`src/rtl/digit_argmax_if.sv`:
```
// Score-scan bus between the argmax block and the surrounding inference top level.
interface digit_argmax_if #(
    parameter int unsigned NUM_CLASSES = 10,
    parameter int unsigned DATA_W      = 32,
    parameter int unsigned IDX_W       = 4
);
    logic                     start;
    logic [IDX_W-1:0]         digit_sel;
    logic signed [DATA_W-1:0] digit_value;
    logic                     busy;
    logic                     done;
    logic [IDX_W-1:0]         pred_digit;
    logic signed [DATA_W-1:0] pred_value;
    logic [NUM_CLASSES-1:0]   pred_onehot;
    logic                     confident;

    // Top level / score source side.
    modport master (
        output start,
        output digit_value,
        input  digit_sel,
        input  busy,
        input  done,
        input  pred_digit,
        input  pred_value,
        input  pred_onehot,
        input  confident
    );

    // Argmax engine side.
    modport slave (
        input  start,
        input  digit_value,
        output digit_sel,
        output busy,
        output done,
        output pred_digit,
        output pred_value,
        output pred_onehot,
        output confident
    );
endinterface

```
`src/rtl/digit_argmax.sv`:
```
// Scans NUM_CLASSES signed scores one per cycle and reports the argmax,
// its one-hot form, the winning score and a best-vs-second confidence flag.
module digit_argmax #(
    parameter int unsigned       NUM_CLASSES = 10,
    parameter int unsigned       DATA_W      = 32,
    parameter int unsigned       IDX_W       = 4,
    parameter logic [DATA_W-1:0] MARGIN      = '0
) (
    input  logic         clk,
    input  logic         rst,
    digit_argmax_if.slave bus
);

    localparam logic [IDX_W-1:0]         LAST_IDX = IDX_W'(NUM_CLASSES - 1);
    localparam logic signed [DATA_W-1:0] MOST_NEG = {1'b1, {(DATA_W-1){1'b0}}};

    typedef enum logic [1:0] {
        ST_IDLE,
        ST_SCAN,
        ST_DONE
    } state_e;

    state_e                   state_q,     state_d;
    logic [IDX_W-1:0]         sel_q,       sel_d;       // doubles as the scan counter
    logic signed [DATA_W-1:0] best_q,      best_d;
    logic signed [DATA_W-1:0] second_q,    second_d;
    logic [IDX_W-1:0]         idx_q,       idx_d;
    logic                     busy_q,      busy_d;
    logic                     done_q,      done_d;
    logic [IDX_W-1:0]         pred_digit_q,  pred_digit_d;
    logic signed [DATA_W-1:0] pred_value_q,  pred_value_d;
    logic [NUM_CLASSES-1:0]   pred_onehot_q, pred_onehot_d;
    logic                     confident_q,   confident_d;

    logic signed [DATA_W-1:0] cand_best;
    logic signed [DATA_W-1:0] cand_second;
    logic [IDX_W-1:0]         cand_idx;
    logic [DATA_W:0]          diff;
    logic [DATA_W+1:0]        slack;
    logic                     cand_conf;

    // Fold the incoming score into best/second; strict compares keep the lowest index on ties.
    always_comb begin
        cand_best   = best_q;
        cand_second = second_q;
        cand_idx    = idx_q;
        if (bus.digit_value > best_q) begin
            cand_second = best_q;
            cand_best   = bus.digit_value;
            cand_idx    = sel_q;
        end else if (bus.digit_value > second_q) begin
            cand_second = bus.digit_value;
        end
        // One extra bit holds any signed difference; a second extra bit holds diff - MARGIN.
        diff      = {cand_best[DATA_W-1], cand_best} - {cand_second[DATA_W-1], cand_second};
        slack     = {diff[DATA_W], diff} - {2'b00, MARGIN};
        cand_conf = ~slack[DATA_W+1];
    end

    // Next-state and next-output logic for the IDLE/SCAN/DONE sequence.
    always_comb begin
        state_d       = state_q;
        sel_d         = sel_q;
        best_d        = best_q;
        second_d      = second_q;
        idx_d         = idx_q;
        busy_d        = busy_q;
        done_d        = 1'b0;
        pred_digit_d  = pred_digit_q;
        pred_value_d  = pred_value_q;
        pred_onehot_d = pred_onehot_q;
        confident_d   = confident_q;

        unique case (state_q)
            ST_IDLE: begin
                sel_d = '0;
                if (bus.start) begin
                    state_d  = ST_SCAN;
                    best_d   = MOST_NEG;
                    second_d = MOST_NEG;
                    idx_d    = '0;
                    busy_d   = 1'b1;
                end
            end

            ST_SCAN: begin
                best_d   = cand_best;
                second_d = cand_second;
                idx_d    = cand_idx;
                if (sel_q == LAST_IDX) begin
                    // Last score captured: publish the result this edge.
                    state_d       = ST_DONE;
                    busy_d        = 1'b0;
                    done_d        = 1'b1;
                    pred_digit_d  = cand_idx;
                    pred_value_d  = cand_best;
                    pred_onehot_d = NUM_CLASSES'(1) << cand_idx;
                    confident_d   = cand_conf;
                end else begin
                    sel_d = sel_q + IDX_W'(1);
                end
            end

            ST_DONE: begin
                state_d = ST_IDLE;
                sel_d   = '0;
                if (bus.start) begin
                    state_d  = ST_SCAN;
                    best_d   = MOST_NEG;
                    second_d = MOST_NEG;
                    idx_d    = '0;
                    busy_d   = 1'b1;
                end
            end

            default: begin
                state_d = ST_IDLE;
                sel_d   = '0;
                busy_d  = 1'b0;
            end
        endcase
    end

    // State and output registers; reset abandons any scan in progress.
    always_ff @(posedge clk or posedge rst) begin
        if (rst) begin
            state_q       <= ST_IDLE;
            sel_q         <= '0;
            best_q        <= MOST_NEG;
            second_q      <= MOST_NEG;
            idx_q         <= '0;
            busy_q        <= 1'b0;
            done_q        <= 1'b0;
            pred_digit_q  <= '0;
            pred_value_q  <= '0;
            pred_onehot_q <= '0;
            confident_q   <= 1'b0;
        end else begin
            state_q       <= state_d;
            sel_q         <= sel_d;
            best_q        <= best_d;
            second_q      <= second_d;
            idx_q         <= idx_d;
            busy_q        <= busy_d;
            done_q        <= done_d;
            pred_digit_q  <= pred_digit_d;
            pred_value_q  <= pred_value_d;
            pred_onehot_q <= pred_onehot_d;
            confident_q   <= confident_d;
        end
    end

    assign bus.digit_sel   = sel_q;
    assign bus.busy        = busy_q;
    assign bus.done        = done_q;
    assign bus.pred_digit  = pred_digit_q;
    assign bus.pred_value  = pred_value_q;
    assign bus.pred_onehot = pred_onehot_q;
    assign bus.confident   = confident_q;

endmodule
```
`src/flat_wrapper.sv`:
```
// flat-port wrapper written by rule: the top's interface ports become plain ports
module digit_argmax_flat 
#(
    parameter int unsigned       NUM_CLASSES = 10,
    parameter int unsigned       DATA_W      = 32,
    parameter int unsigned       IDX_W       = 4,
    parameter logic [DATA_W-1:0] MARGIN      = '0
)
  (clk, rst, bus_start, bus_digit_value, bus_digit_sel, bus_busy, bus_done, bus_pred_digit, bus_pred_value, bus_pred_onehot, bus_confident);
  digit_argmax_if #(.NUM_CLASSES(NUM_CLASSES), .DATA_W(DATA_W), .IDX_W(IDX_W)) bus_i ();
  input  logic clk;
  input  logic rst;
  input wire logic [$bits(bus_i.start)-1:0] bus_start;
  input wire logic [$bits(bus_i.digit_value)-1:0] bus_digit_value;
  output wire logic [$bits(bus_i.digit_sel)-1:0] bus_digit_sel;
  output wire logic [$bits(bus_i.busy)-1:0] bus_busy;
  output wire logic [$bits(bus_i.done)-1:0] bus_done;
  output wire logic [$bits(bus_i.pred_digit)-1:0] bus_pred_digit;
  output wire logic [$bits(bus_i.pred_value)-1:0] bus_pred_value;
  output wire logic [$bits(bus_i.pred_onehot)-1:0] bus_pred_onehot;
  output wire logic [$bits(bus_i.confident)-1:0] bus_confident;
  assign bus_i.start = bus_start;
  assign bus_i.digit_value = bus_digit_value;
  assign bus_digit_sel = bus_i.digit_sel;
  assign bus_busy = bus_i.busy;
  assign bus_done = bus_i.done;
  assign bus_pred_digit = bus_i.pred_digit;
  assign bus_pred_value = bus_i.pred_value;
  assign bus_pred_onehot = bus_i.pred_onehot;
  assign bus_confident = bus_i.confident;
  digit_argmax #(.NUM_CLASSES(NUM_CLASSES), .DATA_W(DATA_W), .IDX_W(IDX_W), .MARGIN(MARGIN)) u_core (.clk(clk), .rst(rst), .bus(bus_i));
endmodule
```
`config.mk`:
```
export PLATFORM = sky130hd
export DESIGN_NAME = digit_argmax_flat
export DESIGN_NICKNAME = d
export VERILOG_FILES = /design/src/rtl/digit_argmax_if.sv /design/src/rtl/digit_argmax.sv /design/src/flat_wrapper.sv
export SDC_FILE = /design/constraint.sdc
export NUM_CORES = 1
export LEC_CHECK = 0
export ABC_AREA = 1
export CORE_MARGIN = 2
export CORE_UTILIZATION = 40
export DETAILED_ROUTE_END_ITERATION = 7
export MAX_ROUTING_LAYER = met4
export SLEW_MARGIN = 20
export SYNTH_ARGS = -nofsm -noshare
export SYNTH_HDL_FRONTEND = slang
export SYNTH_SLANG_ARGS = --single-unit
```
`constraint.sdc`:
```
create_clock -name clk -period 11.1 [get_ports clk]
set_input_delay 2.22 -clock clk [delete_from_list [all_inputs] [get_ports clk]]
set_output_delay 2.22 -clock clk [all_outputs]
set_load 0.03 [all_outputs]
```
* Word-level counts from Yosys, hierarchy flattened
Index checks and enable logic that the tools add are counted.
Storage, ports and cells: output and inout bits 53, flip-flop bits (word level) 123
Operators by class: eq/ne operators 7, bitwise logic cells 1, shift-type cells 1, reductions and logical operators 7, $add $sub $neg 2, muxes and demuxes 20, order comparisons 2
Operators with widths (count):
- two-way mux 32 bit | 4
- one-hot mux 32 bit (2 select lines) | 2
- > comparator 32 bit | 2
- subtractor 32 x 32 -> 33 bit | 1
- two-way mux 4 bit | 4
- left shift 1 x 4 -> 10 bit, first input constant | 1
- one-hot mux 4 bit (2 select lines) | 1
- AND reduction 2 bit | 4
- one-hot mux 2 bit (3 select lines) | 1
- two-way mux 1 bit | 5
- adder 4 x 1 -> 4 bit, second input constant | 1
- equality test 4 bit, second input constant | 1
- two-way mux 2 bit | 2
- inequality test 2 x 1 -> 1 bit, second input constant | 2
- inequality test 2 bit, second input constant | 2
- equality test 2 x 1 -> 1 bit, second input constant | 1
- equality test 2 bit, second input constant | 1
- logical NOT 2 bit | 1
- one-hot mux 1 bit (2 select lines) | 1
- nonzero test 2 bit | 1
- OR reduction 2 bit | 1
- inverter 1 bit | 1

* Longest topological paths before layout
depth after elaboration 5, gate-level depth with buffers 34

* Least setup slack after synthesis
Ideal clock, no wire load.
path kind input-to-reg, start input port bus_digit_value[25], end register u_core.confident_q, in the netlist u_core.bus.confident, data arrival time 5.144 ns, library setup time 0.117 ns, setup slack 5.839 ns, stages 23, cell sequence ha_1 > a21oi_1 > o21ai_1 > a21o_1 > nor2_1 > nand2_1 > nand2_2 > nand3_4 > buf_4 > clkbuf_1 > o21ai_0 > inv_1 > ha_1 > a21oi_1 > nor2_1 > a211oi_1 > o221ai_1 > nand2_1 > o211ai_1 > nor3_1 > a21oi_2 > nand2_1 > nand2_1
On the way: elaborated cells between the ends (all ways) 7, those cells by class add/sub: 1; order compare: 2; mux: 3; bitwise: 1
RTL lines:
- start, declared | line flat_wrapper.sv:14 | input wire logic [$bits(bus_i.digit_value)-1:0] bus_digit_value;
- > comparator 32 bit | line digit_argmax.sv:47 | if (bus.digit_value > best_q) begin
- two-way mux 32 bit | line digit_argmax.sv:47
- net u_core.cand_best[17] | line digit_argmax.sv:35 | logic signed [DATA_W-1:0] cand_best;
- subtractor 32 x 32 -> 33 bit | line digit_argmax.sv:55 | diff = {cand_best[DATA_W-1], cand_best} - {cand_second[DATA_W-1], cand_second};
- inverter 1 bit | line digit_argmax.sv:57 | cand_conf = ~slack[DATA_W+1];
- end signal, assigned | line digit_argmax.sv:149 | confident_q <= confident_d;
- end, declared | line digit_argmax.sv:33 | logic confident_q, confident_d;
The timed path passes the listed nets, and every way through them passes these cells. A chain may end at the register's enable or synchronous reset.

* Worst setup path in the final report
start input port bus_digit_value[23], end register u_core.confident_q, in the netlist u_core.bus.confident
Same word-level chain as after synthesis.

==> summary.md <==
| Metric | Value |
|---|---|
| Placed cells | 1296 |
| Clk pin slew, worst setup/hold paths | about 60 ps |
| YS warnings | 0 |
| DP Worst Slack | 4180 ps |
| Worst EP arrival | 6860 ps |
| Router iterations before antenna repair | 5 |
| PortBufs | just under 90 |
| Total chip power | 3440 uW |
| Largest net degree at the start of global routing | 75 |
| Post-Place Cell Area | 8920 um2 |
| Sequential-to-total area share from yosys stat | 0.394 |
| Overflow after GRT | 0 |
| WHS Path Cells | 2 |
| Routed WL per cell | approximately 15 um |
| TritonCTS buffer count | 17 |
| Setup TNS | 0 ps |
| Commonest non-fill, non-tap cell in the layout | nand2_1 |
| Max cap viols | 0 |
| DP HPWL | 13.7 mm |
| Tmin final | 6550 ps |
| WL final | about 20 mm |
| Most frequent cells in the layout | nand2_1, inv_1, dfrtp_1 |
| TritonCTS Sinks | 123 |
| Unrepaired setup endpoints after global routing | no |
| Die width | 144 um |
| DR DRC count | 0 |
| Setup WS post-layout | 4550 ps |
| Final Hold Fails | 0 |
| Post-Syn Nets | 1110 |
| Final #Nets | 1182 |
| Final std cells w/o fill | 1328 |
| Post-CTS Resized | 0 |
| Design Area, Final | approximately 9500 um2 |
| Final setup violation count | 0 |
| FF+latch count, synth | ~120 |
| Reg2reg path depth | 23 |
| Share of layout cells above drive strength 1 | 0.0574 |
| Hold crit path type | reg -> reg |
| Crit end category | register |
| Final period utilization | 0.590 |
| VDD IR-drop max | 176 uV |
| Gpl congestion | between 0.8 and 0.9 |
| Layout area overhead | 21.2% |
| Tightest Pin Transition | 821 ps |
| First-pass GRT wire length | 33.3 mm |
| Startpoint Class | primary input |
| CTS tree | done |
| Cell variety after synth | 41 |
| Max-slew headroom | 0.453 |
| Vias per cell | 5.08 |
| Cell Pwr Density | 362 nW/um2 |
| WP data required | 11420 ps |
| Final ANT Viol Nets | 0 |
| Die area | 20700 um2 |
| Clock Root Buffer | clkbuf_16 |
| Top Ports | between 80 and 90 |
| Run status | finished, final reports clean |
| Routed vias | 6746 |
| Number of global-route vias before repair | 6638 |
| Synth Instances | 978 |
| Syn Std Cell Area | 7830 um2 |
| Leakage | 0.00464 uW |
| Clock Latency Late Sink | 430 ps |
| Hold_buf cts | 0 |
| Die height | 144 um |
| Mean Syn Cell Area | 8.00 um2 |
| Post-CTS setup buffers | 0 |
| Core box area | 19300 um2 |
| FP Rows | 51 |
| Initial antenna violation count | 0 |
| Clk buf depth | 2 |
| CP Class | in -> reg |
| Max-slew violations | 0 |
| Layout filler cell count | ~1900 |
| Diodes inserted | 0 |
| Iter 0 DRT Violations | 348 |
| Worst-path maximum fanout | between 70 and 80 |
| Initial core utilization | 0.405 |
| GRT Total Usage | 0.213 |
| H-tree depth | 4 |
| Fmax | 153 MHz |
| Skew final | 13.5 ps |
==> area by class of cell <==
type | instances | area [um2] | share of cell area
multi-input combinational | 678 | 4070 | 0.429
sequential | 123 | 3080 | 0.325
clock buffer | 17 | 425 | 0.0448
tap | 265 | 332 | 0.0350
clock inverter | 15 | 141 | 0.0149
inverter | 135 | 509 | 0.0537
timing repair buffer | 95 | 931 | 0.0981
==> registers in the layout (all words and copies together) (netlist names) <==
name,cells
u_core.bus.pred_onehot,10
u_core.idx_q,4
u_core.bus.confident,1
u_core.bus.pred_digit,4
u_core.best_q,32
u_core.bus.pred_value,32
u_core.second_q,32
u_core.state_q,2
u_core.bus.digit_sel,4
u_core.bus.done,1
u_core.bus.busy,1
==> stage by stage <==
stage	hold slack [ps]	utilization
detailed placement	463	0.461
global route	504	0.491
finish	474	0.491
floorplan	487	-
global placement	462	0.461
CTS	482	0.491
==> worst paths after layout <==
kind	start	to	slack, ps
min in group asynchronous	rst	u_core.bus.pred_onehot[1]	2280
worst min register to register	u_core.bus.pred_value[10]	u_core.bus.pred_value[10]	470
worst min-delay path	u_core.bus.pred_value[10]	u_core.bus.pred_value[10]	470
worst max-delay path	bus_digit_value[23]	u_core.bus.confident	4550
max in group asynchronous	rst	u_core.bus.pred_value[12]	7480
worst max register to register	u_core.best_q[31]	u_core.bus.confident	6370
==> power breakdown <==
part,switching (uW),internal (uW)
Clock,242,298
Sequential,116,680
Combinational,1340,763
==> Yosys cell counts (all sizes together) <==
| library cell | instances | area (um2) |
|---|---|---|
| nand2 | 256 | 968 |
| inv | 135 | 507 |
| dfrtp | 121 | 3030 |
| o21ai | 111 | 563 |
| ha | 97 | 1210 |
| o22ai | 51 | 319 |
| a21oi | 40 | 204 |
| nor2 | 35 | 136 |
| o211ai | 32 | 240 |
| clkbuf | 28 | 105 |
| buf | 14 | 71.3 |
| nand4 | 12 | 75.1 |
| nand3 | 11 | 82.6 |
| a211oi | 4 | 30.0 |
| nor3 | 4 | 20.0 |
| o21a | 4 | 30.0 |
| a21o | 3 | 22.5 |
| a32o | 3 | 30.0 |
| a22oi | 2 | 15.0 |
| dfstp | 2 | 52.6 |
| o31ai | 2 | 15.0 |
| o41ai | 2 | 17.5 |
| a31oi | 1 | 6.26 |
| nor3b | 1 | 12.5 |
| nor4 | 1 | 6.26 |
| nor4b | 1 | 8.76 |
| o21bai | 1 | 7.51 |
| o221a | 1 | 11.3 |
| o221ai | 1 | 8.76 |
| xnor2 | 1 | 8.76 |
| xor2 | 1 | 8.76 |
==> worst max-delay path, stage by stage <==
cell and delay, ps:
clkdlybuf4s50_1 480, ha_1 330, nand2_1 80, nor2_1 210
nand4_1 180, nor2_1 160, nand4_1 200, nand3_4 520
buf_4 630, nand2_1 90, o21ai_0 150, inv_1 90
ha_1 310, a21oi_1 170, nor2_1 60, a211oi_1 200
o221ai_1 140, nand2_1 80, o211ai_1 100, nor3_1 200
a21oi_2 80, nand2_1 80, nand2_1 50
==> logic make-up after synthesis <==
kind of cell | count (synthesis) | share of synthesized area
compound gates | 258 | 0.194
flops | 123 | 0.394
fa+ha+maj | 97 | 0.155
simple gates | 321 | 0.167
buf+inv | 177 | 0.0873
xor+xnor | 2 | 0.00224
==> metal layers <==
metal,track usage,part of all wire,wire [um],vias up
li1,-,-,-,3466
met1,0.273,0.48,9650,3118
met2,0.339,0.46,9200,138
met3,0.0483,0.045,905,24
met4,0.0583,0.014,273,0
met5,-,0,0,-
(Power assumes the default switching activity.)
